$ cat config.mk
export PLATFORM = sky130hd
export DESIGN_NAME = framebuffer_arbiter
export DESIGN_NICKNAME = d
export VERILOG_FILES = /design/src/rtl/framebuffer_arbiter.sv
export SDC_FILE = /design/constraint.sdc
export NUM_CORES = 1
export LEC_CHECK = 0
export ABC_CLOCK_PERIOD_IN_PS = 2500
export CAP_MARGIN = 20
export CORE_MARGIN = 2
export CORE_UTILIZATION = 53
export CTS_CLUSTER_SIZE = 16
export DETAILED_ROUTE_END_ITERATION = 16
export PLACE_DENSITY_LB_ADDON = 0.3
export REMOVE_ABC_BUFFERS = 1
export SLEW_MARGIN = 25
export SYNTH_ARGS = -nofsm -noshare
export SYNTH_HDL_FRONTEND = slang
export SYNTH_SLANG_ARGS = --single-unit
export TNS_END_PERCENT = 100
$ cat constraint.sdc
create_clock -name clock_in -period 2.5 [get_ports clock_in]
set_input_delay 0.375 -clock clock_in [delete_from_list [all_inputs] [get_ports clock_in]]
set_output_delay 0.375 -clock clock_in [all_outputs]
set_load 0.01 [all_outputs]
$ cat src/rtl/framebuffer_arbiter.sv
// Arbitrates a single-port frame RAM between fixed-latency scanout reads and a FIFO-buffered host write stream.
// Optional full-frame clear engine is built when FB_CLEAR_EN is defined.
module framebuffer_arbiter #(
  parameter int unsigned WIDTH_BITS  = 10,
  parameter int unsigned HEIGHT_BITS = 9,
  parameter int unsigned PIXEL_BITS  = 12,
  parameter int unsigned FIFO_DEPTH  = 4
) (
  input  logic                              clock_in,
  input  logic                              reset_n_in,
  input  logic                              rd_req_in,
  input  logic [WIDTH_BITS-1:0]             rd_x_in,
  input  logic [HEIGHT_BITS-1:0]            rd_y_in,
  output logic [PIXEL_BITS-1:0]             rd_pixel_out,
  output logic                              rd_valid_out,
  input  logic                              wr_valid_in,
  output logic                              wr_ready_out,
  input  logic [WIDTH_BITS-1:0]             wr_x_in,
  input  logic [HEIGHT_BITS-1:0]            wr_y_in,
  input  logic [PIXEL_BITS-1:0]             wr_pixel_in,
  output logic                              mem_en_out,
  output logic                              mem_we_out,
  output logic [WIDTH_BITS+HEIGHT_BITS-1:0] mem_addr_out,
  output logic [PIXEL_BITS-1:0]             mem_wdata_out,
  input  logic [PIXEL_BITS-1:0]             mem_rdata_in
`ifdef FB_CLEAR_EN
  ,
  input  logic                              clear_start_in,
  input  logic [PIXEL_BITS-1:0]             clear_color_in,
  output logic                              clear_busy_out
`endif
);

  localparam int unsigned ADDR_BITS = WIDTH_BITS + HEIGHT_BITS;
  localparam int unsigned PTR_BITS  = $clog2(FIFO_DEPTH);
  localparam int unsigned CNT_BITS  = PTR_BITS + 1;

  typedef struct packed {
    logic [ADDR_BITS-1:0]  addr;
    logic [PIXEL_BITS-1:0] pixel;
  } wr_entry_t;

  wr_entry_t             fifo_mem [FIFO_DEPTH];
  wr_entry_t             head;
  logic [PTR_BITS-1:0]   wr_ptr_q, rd_ptr_q;
  logic [CNT_BITS-1:0]   count_q;
  logic                  fifo_full, fifo_empty, push, pop;
  logic                  clear_active, clear_grant;
  logic [ADDR_BITS-1:0]  clear_addr_q;
  logic [PIXEL_BITS-1:0] clear_color_q;
  logic                  mem_en_d, mem_we_d;
  logic [ADDR_BITS-1:0]  mem_addr_d;
  logic [PIXEL_BITS-1:0] mem_wdata_d;
  logic                  rd_stage0_q, rd_stage1_q;

  assign fifo_full    = (count_q == CNT_BITS'(FIFO_DEPTH));
  assign fifo_empty   = (count_q == '0);
  assign wr_ready_out = !fifo_full;
  assign push         = wr_valid_in && !fifo_full;
  assign head         = fifo_mem[rd_ptr_q];
  // Scanout always wins; the clear engine holds off FIFO drain while it runs.
  assign clear_grant  = !rd_req_in && clear_active;
  assign pop          = !rd_req_in && !clear_active && !fifo_empty;

`ifdef FB_CLEAR_EN
  typedef enum logic {ST_IDLE = 1'b0, ST_CLEAR = 1'b1} state_t;

  state_t                state_q, state_d;
  logic [ADDR_BITS-1:0]  clear_addr_d;
  logic [PIXEL_BITS-1:0] clear_color_d;

  always_ff @(posedge clock_in or negedge reset_n_in) begin
    if (!reset_n_in) begin
      state_q       <= ST_IDLE;
      clear_addr_q  <= '0;
      clear_color_q <= '0;
    end else begin
      state_q       <= state_d;
      clear_addr_q  <= clear_addr_d;
      clear_color_q <= clear_color_d;
    end
  end

  // Counter only advances on cycles the clear actually owns the RAM.
  always_comb begin
    state_d       = state_q;
    clear_addr_d  = clear_addr_q;
    clear_color_d = clear_color_q;
    case (state_q)
      ST_IDLE: begin
        if (clear_start_in) begin
          state_d       = ST_CLEAR;
          clear_addr_d  = '0;
          clear_color_d = clear_color_in;
        end
      end
      ST_CLEAR: begin
        if (clear_grant) begin
          clear_addr_d = clear_addr_q + ADDR_BITS'(1);
          if (clear_addr_q == '1) state_d = ST_IDLE;
        end
      end
      default: state_d = ST_IDLE;
    endcase
  end

  assign clear_active   = (state_q == ST_CLEAR);
  assign clear_busy_out = clear_active;
`else
  assign clear_active  = 1'b0;
  assign clear_addr_q  = '0;
  assign clear_color_q = '0;
`endif

  always_ff @(posedge clock_in) begin
    if (push) fifo_mem[wr_ptr_q] <= '{addr: {wr_y_in, wr_x_in}, pixel: wr_pixel_in};
  end

  always_ff @(posedge clock_in or negedge reset_n_in) begin
    if (!reset_n_in) begin
      wr_ptr_q <= '0;
      rd_ptr_q <= '0;
      count_q  <= '0;
    end else begin
      if (push) wr_ptr_q <= wr_ptr_q + PTR_BITS'(1);
      if (pop)  rd_ptr_q <= rd_ptr_q + PTR_BITS'(1);
      case ({push, pop})
        2'b10:   count_q <= count_q + CNT_BITS'(1);
        2'b01:   count_q <= count_q - CNT_BITS'(1);
        default: count_q <= count_q;
      endcase
    end
  end

  // RAM command mux; address/data hold when idle to avoid needless toggling.
  always_comb begin
    mem_en_d    = 1'b0;
    mem_we_d    = 1'b0;
    mem_addr_d  = mem_addr_out;
    mem_wdata_d = mem_wdata_out;
    if (rd_req_in) begin
      mem_en_d   = 1'b1;
      mem_addr_d = {rd_y_in, rd_x_in};
    end else if (clear_grant) begin
      mem_en_d    = 1'b1;
      mem_we_d    = 1'b1;
      mem_addr_d  = clear_addr_q;
      mem_wdata_d = clear_color_q;
    end else if (pop) begin
      mem_en_d    = 1'b1;
      mem_we_d    = 1'b1;
      mem_addr_d  = head.addr;
      mem_wdata_d = head.pixel;
    end
  end

  always_ff @(posedge clock_in or negedge reset_n_in) begin
    if (!reset_n_in) begin
      mem_en_out    <= 1'b0;
      mem_we_out    <= 1'b0;
      mem_addr_out  <= '0;
      mem_wdata_out <= '0;
    end else begin
      mem_en_out    <= mem_en_d;
      mem_we_out    <= mem_we_d;
      mem_addr_out  <= mem_addr_d;
      mem_wdata_out <= mem_wdata_d;
    end
  end

  // Fixed three-stage read return: strobe, RAM access, output register.
  always_ff @(posedge clock_in or negedge reset_n_in) begin
    if (!reset_n_in) begin
      rd_stage0_q  <= 1'b0;
      rd_stage1_q  <= 1'b0;
      rd_valid_out <= 1'b0;
      rd_pixel_out <= '0;
    end else begin
      rd_stage0_q  <= rd_req_in;
      rd_stage1_q  <= rd_stage0_q;
      rd_valid_out <= rd_stage1_q;
      if (rd_stage1_q) rd_pixel_out <= mem_rdata_in;
    end
  end

endmodule

# --- Word level (Yosys, flattened, before mapping) ---
# Memory sizes are Yosys's and may differ from the RTL's.
# Cells that the tools add are included.
totals:
  ff_bits: 55
  elab_cells: 37
  inputBits: 66
  memories: 1
  ram_bits: 124
  output_inout_bits: 47
classes:
  n_bitwise: 1
  n_reduce_logical: 9
  n_mux: 8
  addsub: 4
  eq_ne: 3
mem_list:
  columns: ["memory", "words", "width", "read_ports", "rd_clocked_by_memory_dff", "write_ports", "line_no", "text"]
  rows:
  - ["fifo_mem", 4, 31, 1, 0, 1, "43", "wr_entry_t fifo_mem [FIFO_DEPTH];"]
ops:
  columns: ["operator", "count"]
  rows:
  - ["2-to-1 mux 19 bit", 2]
  - ["case mux 3 bit (2 select lines)", 1]
  - ["2-to-1 mux 1 bit", 5]
  - ["adder 2 x 1 -> 2 bit, second input constant", 2]
  - ["nonzero test 2 bit", 2]
  - ["adder 3 x 1 -> 3 bit, second input constant", 1]
  - ["== test 3 bit, second input constant", 1]
  - ["logical NOT 1 bit", 3]
  - ["logical NOT 3 bit", 1]
  - ["subtractor 3 x 1 -> 3 bit, second input constant", 1]
  - ["== test 2 x 1 -> 1 bit, second input constant", 1]
  - ["== test 2 bit, second input constant", 1]
  - ["logical AND 1 bit", 2]
  - ["AND reduction 2 bit", 1]
  - ["inverter 1 bit", 1]

# --- Logic depth before layout (Yosys ltp) ---
logic_depth:
  depth_word: 5
  mapped_depth: 11
  depth_no_buf: 9

# --- Worst setup path before layout ---
# OpenSTA, ideal clock, no wires.
synth_timing:
  path_kind: "register to register"
  start: "register count_q[0]"
  end: "register count_q[2]"
  slack_ns: 0.383
  path_buffers: 0
  setup_ns: 0.079
  synth_period_minus_slack_ns: 2.117
  stages_incl_launch_ff: 10
  arrival_ns: 2.038
  required_time_ns: 2.421
  path_cell_list: "dfrtp_1 or3b_4 and2_4 inv_1 ha_1 inv_1 fa_1 xor2_1 nor2_1 xor2_1"
synth_between:
  elab_chain_len: 5
  elab_cells_between_ends: 12
  cone_classes: "add/sub: 2; eq/ne: 3; mux: 1; reduce/logical: 6"
synth_rtl:
  columns: ["item", "line_no", "text"]
  rows:
  - ["start, declared", "46", "logic [CNT_BITS-1:0] count_q;"]
  - ["start signal, assigned", "128", "2'b10: count_q <= count_q + CNT_BITS'(1);"]
  - ["start signal, assigned", "129", "2'b01: count_q <= count_q - CNT_BITS'(1);"]
  - ["start signal, assigned", "130", "default: count_q <= count_q;"]
  - ["== test 3 bit (*)", "56", "assign fifo_full = (count_q == CNT_BITS'(FIFO_DEPTH));"]
  - ["logical NOT 1 bit (*)", null, null]
  - ["named net wr_ready_out", "17", "output logic wr_ready_out,"]
  - ["logical AND 1 bit (*)", "59", "assign push = wr_valid_in && !fifo_full;"]
  - ["== test 2 x 1 -> 1 bit / == test 2 bit (equally long branches)", "127", "case ({push, pop})"]
  - ["case mux 3 bit (2 select lines) / nonzero test 2 bit (equally long branches)", null, null]
# The timed path passes the listed nets; every way through them passes the cells marked *.
# A chain may end at the register's enable or synchronous reset.

# --- Final worst setup path ---
layout_timing:
  start: "register count_q[0]"
  end: "register count_q[2]"
layout_between:
  elab_chain_len: 5
  elab_cells_between_ends: 12
  cone_classes: "add/sub: 2; eq/ne: 3; mux: 1; reduce/logical: 6"
layout_rtl:
  columns: ["item", "line_no"]
  rows:
  - ["== test 3 bit / logical NOT 3 bit (equally long branches)", "56, 57"]
  - ["logical NOT 1 bit, on equally long branches", "59, 63"]
  - ["logical AND 1 bit, on equally long branches", "59, 63"]
  - ["== test 2 x 1 -> 1 bit / == test 2 bit (equally long branches)", "127"]
  - ["case mux 3 bit (2 select lines) / nonzero test 2 bit (equally long branches)", null]
# Several ways; a longest one is shown, not always the timed one.

==> flow_metrics.env <==
export IMPL_reg2regPathDepth=9
export IMPL_p_int_w=0.00698
export IMPL_dpl_cell_area_um2=8220
export IMPL_n_antenna_cell=0
export IMPL_hold_violations=0
export IMPL_power_switching_w=0.00264
export IMPL_synth_simple_gate_area_frac=0.0252
export IMPL_ant_nets=0
export IMPL_synth_seq_cells=179
export IMPL_grt_pass1_vias=3838
export IMPL_synthCells=321
export IMPL_post_cts_setup_buffers=0
export IMPL_critPathCaptureType="flip-flop"
export IMPL_p_per_area_nw_per_um2=1100
export IMPL_numPortBuffers=112
export IMPL_dr_total_vias=3467
export IMPL_overflow=0
export IMPL_path_clk_slew_ns=0.06
export IMPL_synth_fa_ha_area_frac=0.0121
export IMPL_relSlewSlack=0.432
export IMPL_htreeDepth=4
export IMPL_clock_sinks=179
export IMPL_tritoncts="built"
export IMPL_drt_pass1_iter_count=5
export IMPL_seqPwrFrac=0.448
export IMPL_wire_per_inst_um=20.7
export IMPL_initial_core_util=0.542
export IMPL_synthXorXnorAreaFrac=0.00768
export IMPL_cap_violations=0
export IMPL_worst_r2r_endpoint="count_q[2]"
export IMPL_clk_latency_ns=0.42
export IMPL_drive_gt1_frac=0.238
export IMPL_slowest_stage="dfrtp_1"
export IMPL_outcome="finished, final reports clean"
export IMPL_grt_use_total=0.206
export IMPL_ys_warn_count=0
export IMPL_utilization=0.695
export IMPL_cts_made_buffers=17
export IMPL_tightest_slew_ns=0.852
export IMPL_fin_area_um2=8770
export IMPL_crit_arrival_ns=2.58
export IMPL_synthMuxAreaShare=0.152
export IMPL_nNetsFinal=522
export IMPL_area_growth_pct=28.3
export IMPL_die_area_um2=13800
export IMPL_place_hpwl_um=8210
export IMPL_ys_seq_area_frac=0.746
export IMPL_grt_max_degree=35
export IMPL_place_gp_congestion=0.761
export IMPL_finalCritPeriodShare=0.900
export IMPL_cts_repair_resized=0
export IMPL_final_common_cell="edfxtp_1"
export IMPL_final_cell_mix="edfxtp_1, clkdlybuf4s50_1, dfrtp_1, mux4_2, clkbuf_16"
export IMPL_crit_chain="or3b_4, and2_4, inv_1, ha_1, inv_1, fa_1, xor2_1, nor2_1, xor2_1"
export IMPL_worst_clock_skew_ns=0.0115
export IMPL_drt_iter0_drc=177
export IMPL_cts_root_buf="clkbuf_16"
export IMPL_worstPathRequired_ns=2.83
export IMPL_period_needed_ns=2.25
export IMPL_p_clk_frac=0.255
export IMPL_postCtsHoldBufs=0
export IMPL_synth_top_family_by_area="multiplexers"
export IMPL_critical_path_class="flip-flop to flip-flop"
export IMPL_crit_fanout=6
export IMPL_holdWs_ns=0.0597
export IMPL_maxClockFrequency_mhz=444
export IMPL_setup_tns_ns=0
export IMPL_vias_per_cell=5.46
export IMPL_synth_compound_area_frac=0.0357
export IMPL_antenna_found_initial=0
export IMPL_max_stage_delay_ns=0.45
export IMPL_drc=0
export IMPL_grt_setup_unrepaired="false"
export IMPL_drv_slew=0
export IMPL_hp_class="primary input to async pin"
export IMPL_cts_buffer_depth=2
export IMPL_power_frac_comb=0.297
export IMPL_syn_area_um2=6840
export IMPL_r2r_start="count_q[0]"
export IMPL_ys_types=30
export IMPL_vdd_drop_max_v=0.000850
export IMPL_synth_avg_cell_area_um2=21.3
export IMPL_grt_pass1_wl_um=21200
export IMPL_io_pins=113
export IMPL_finalSetupViolations=0
export IMPL_die_w_um=118
export IMPL_die_h_um=118
export IMPL_coreArea_um2=12600
export IMPL_wirelength_um=13200
export IMPL_p_sw_frac=0.274
export IMPL_power_leakage_nw=3.19
export IMPL_rrSetupSlack_ns=0.25
export IMPL_startpoint_type="flip-flop"
export IMPL_rows=41
[kinds of logic (layout without fill, tap and decap cells)]
family | count (synthesis) | after routing
AOI/OAI and AO/OA | 25 | 25
xor gates and xnor gates | 6 | 6
adders and majority gates | 6 | 6
buffers and inverters | 24 | 166
DFF | 179 | 179
muxes | 57 | 57
and+or+nand+nor | 24 | 24
[routing by layer]
metal,track usage,part of all wire
met5,0,0
met4,0.0678,0.012
met3,0.0664,0.070
met2,0.342,0.51
met1,0.260,0.41
[area by class of cell]
class / count / area (µm²)
fill: 851 / 3850
inverter: 9 / 36.3
timing repair buffer: 125 / 1280
clock inverter: 12 / 105
multi-input combinational: 118 / 1590
sequential: 179 / 5100
clock buffer: 20 / 447
tap: 172 / 215
[power by group through the flow]
stage / logic [W] / clock network, W / registers, W
finish: 0.00285 / 0.00246 / 0.00431
floorplan: 0.00139 / 0 / 0.00453
global placement: 0.00281 / 0 / 0.00431
CTS: 0.00290 / 0.00251 / 0.00432
detailed placement: 0.00288 / 0 / 0.00435
global route: 0.00305 / 0.00264 / 0.00438
[registers in the layout (all words and copies together), names as in the netlist, 2 cells and up]
register / cells
count_q: 3
fifo_mem: 124
mem_addr_out: 19
mem_wdata_out: 12
rd_pixel_out: 12
rd_ptr_q: 2
wr_ptr_q: 2
[metrics by stage]
step                worst slack [ns]  total power, W  cells
CTS                            0.268         0.00972    635
detailed placement             0.200         0.00723    603
floorplan                      0.114         0.00592    306
finish                         0.250         0.00961    635
global route                   0.120          0.0101    635
global placement               0.216         0.00712    603
[critical path, delay by kind of cell (launching register included)]
family / cells / cell delay (ns)
buf+inv: 2 / 0.13
fa+ha+maj: 2 / 0.55
xor+xnor: 2 / 0.30
flops: 1 / 0.45
simple gates: 3 / 0.75
[Yosys cell counts]
cell | count | area share
clkbuf_1 | 3 | 0.0016
buf_6 | 5 | 0.0082
nor2_1 | 1 | 0.00055
and2_4 | 1 | 0.0013
nor3_1 | 2 | 0.0015
inv_2 | 2 | 0.0011
nor4_4 | 1 | 0.0031
xnor2_1 | 3 | 0.0038
mux4_2 | 31 | 0.10
a22o_1 | 6 | 0.0077
buf_2 | 3 | 0.0022
or3b_4 | 1 | 0.0016
buf_1 | 2 | 0.0011
fa_1 | 1 | 0.0029
inv_1 | 6 | 0.0033
o221a_1 | 13 | 0.021
or2_1 | 1 | 0.00092
mux2i_1 | 1 | 0.0015
edfxtp_1 | 124 | 0.54
xor2_1 | 3 | 0.0038
buf_4 | 1 | 0.0011
buf_8 | 1 | 0.0022
dfrtp_1 | 55 | 0.20
inv_4 | 1 | 0.00092
a21o_1 | 6 | 0.0066
nand2b_1 | 13 | 0.012
and3_2 | 4 | 0.0044
mux2_4 | 13 | 0.029
ha_1 | 5 | 0.0091
mux2_2 | 12 | 0.020
[worst max path at each step]
| stage | start | slack [ns] | cells past startpoint | endpoint |
|---|---|---|---|---|
| after CTS | count_q[1] | 0.27 | 9 | count_q[2] |
| after floorplan | rd_ptr_q[0] | 0.11 | 2 | mem_wdata_out[0] |
| final | count_q[0] | 0.25 | 9 | count_q[2] |
| after global placement | rd_req_in | 0.22 | 9 | count_q[2] |
| after detailed placement | rd_req_in | 0.20 | 9 | count_q[2] |
| after global routing | count_q[1] | 0.12 | 9 | count_q[2] |
(Power assumes the default switching activity.)
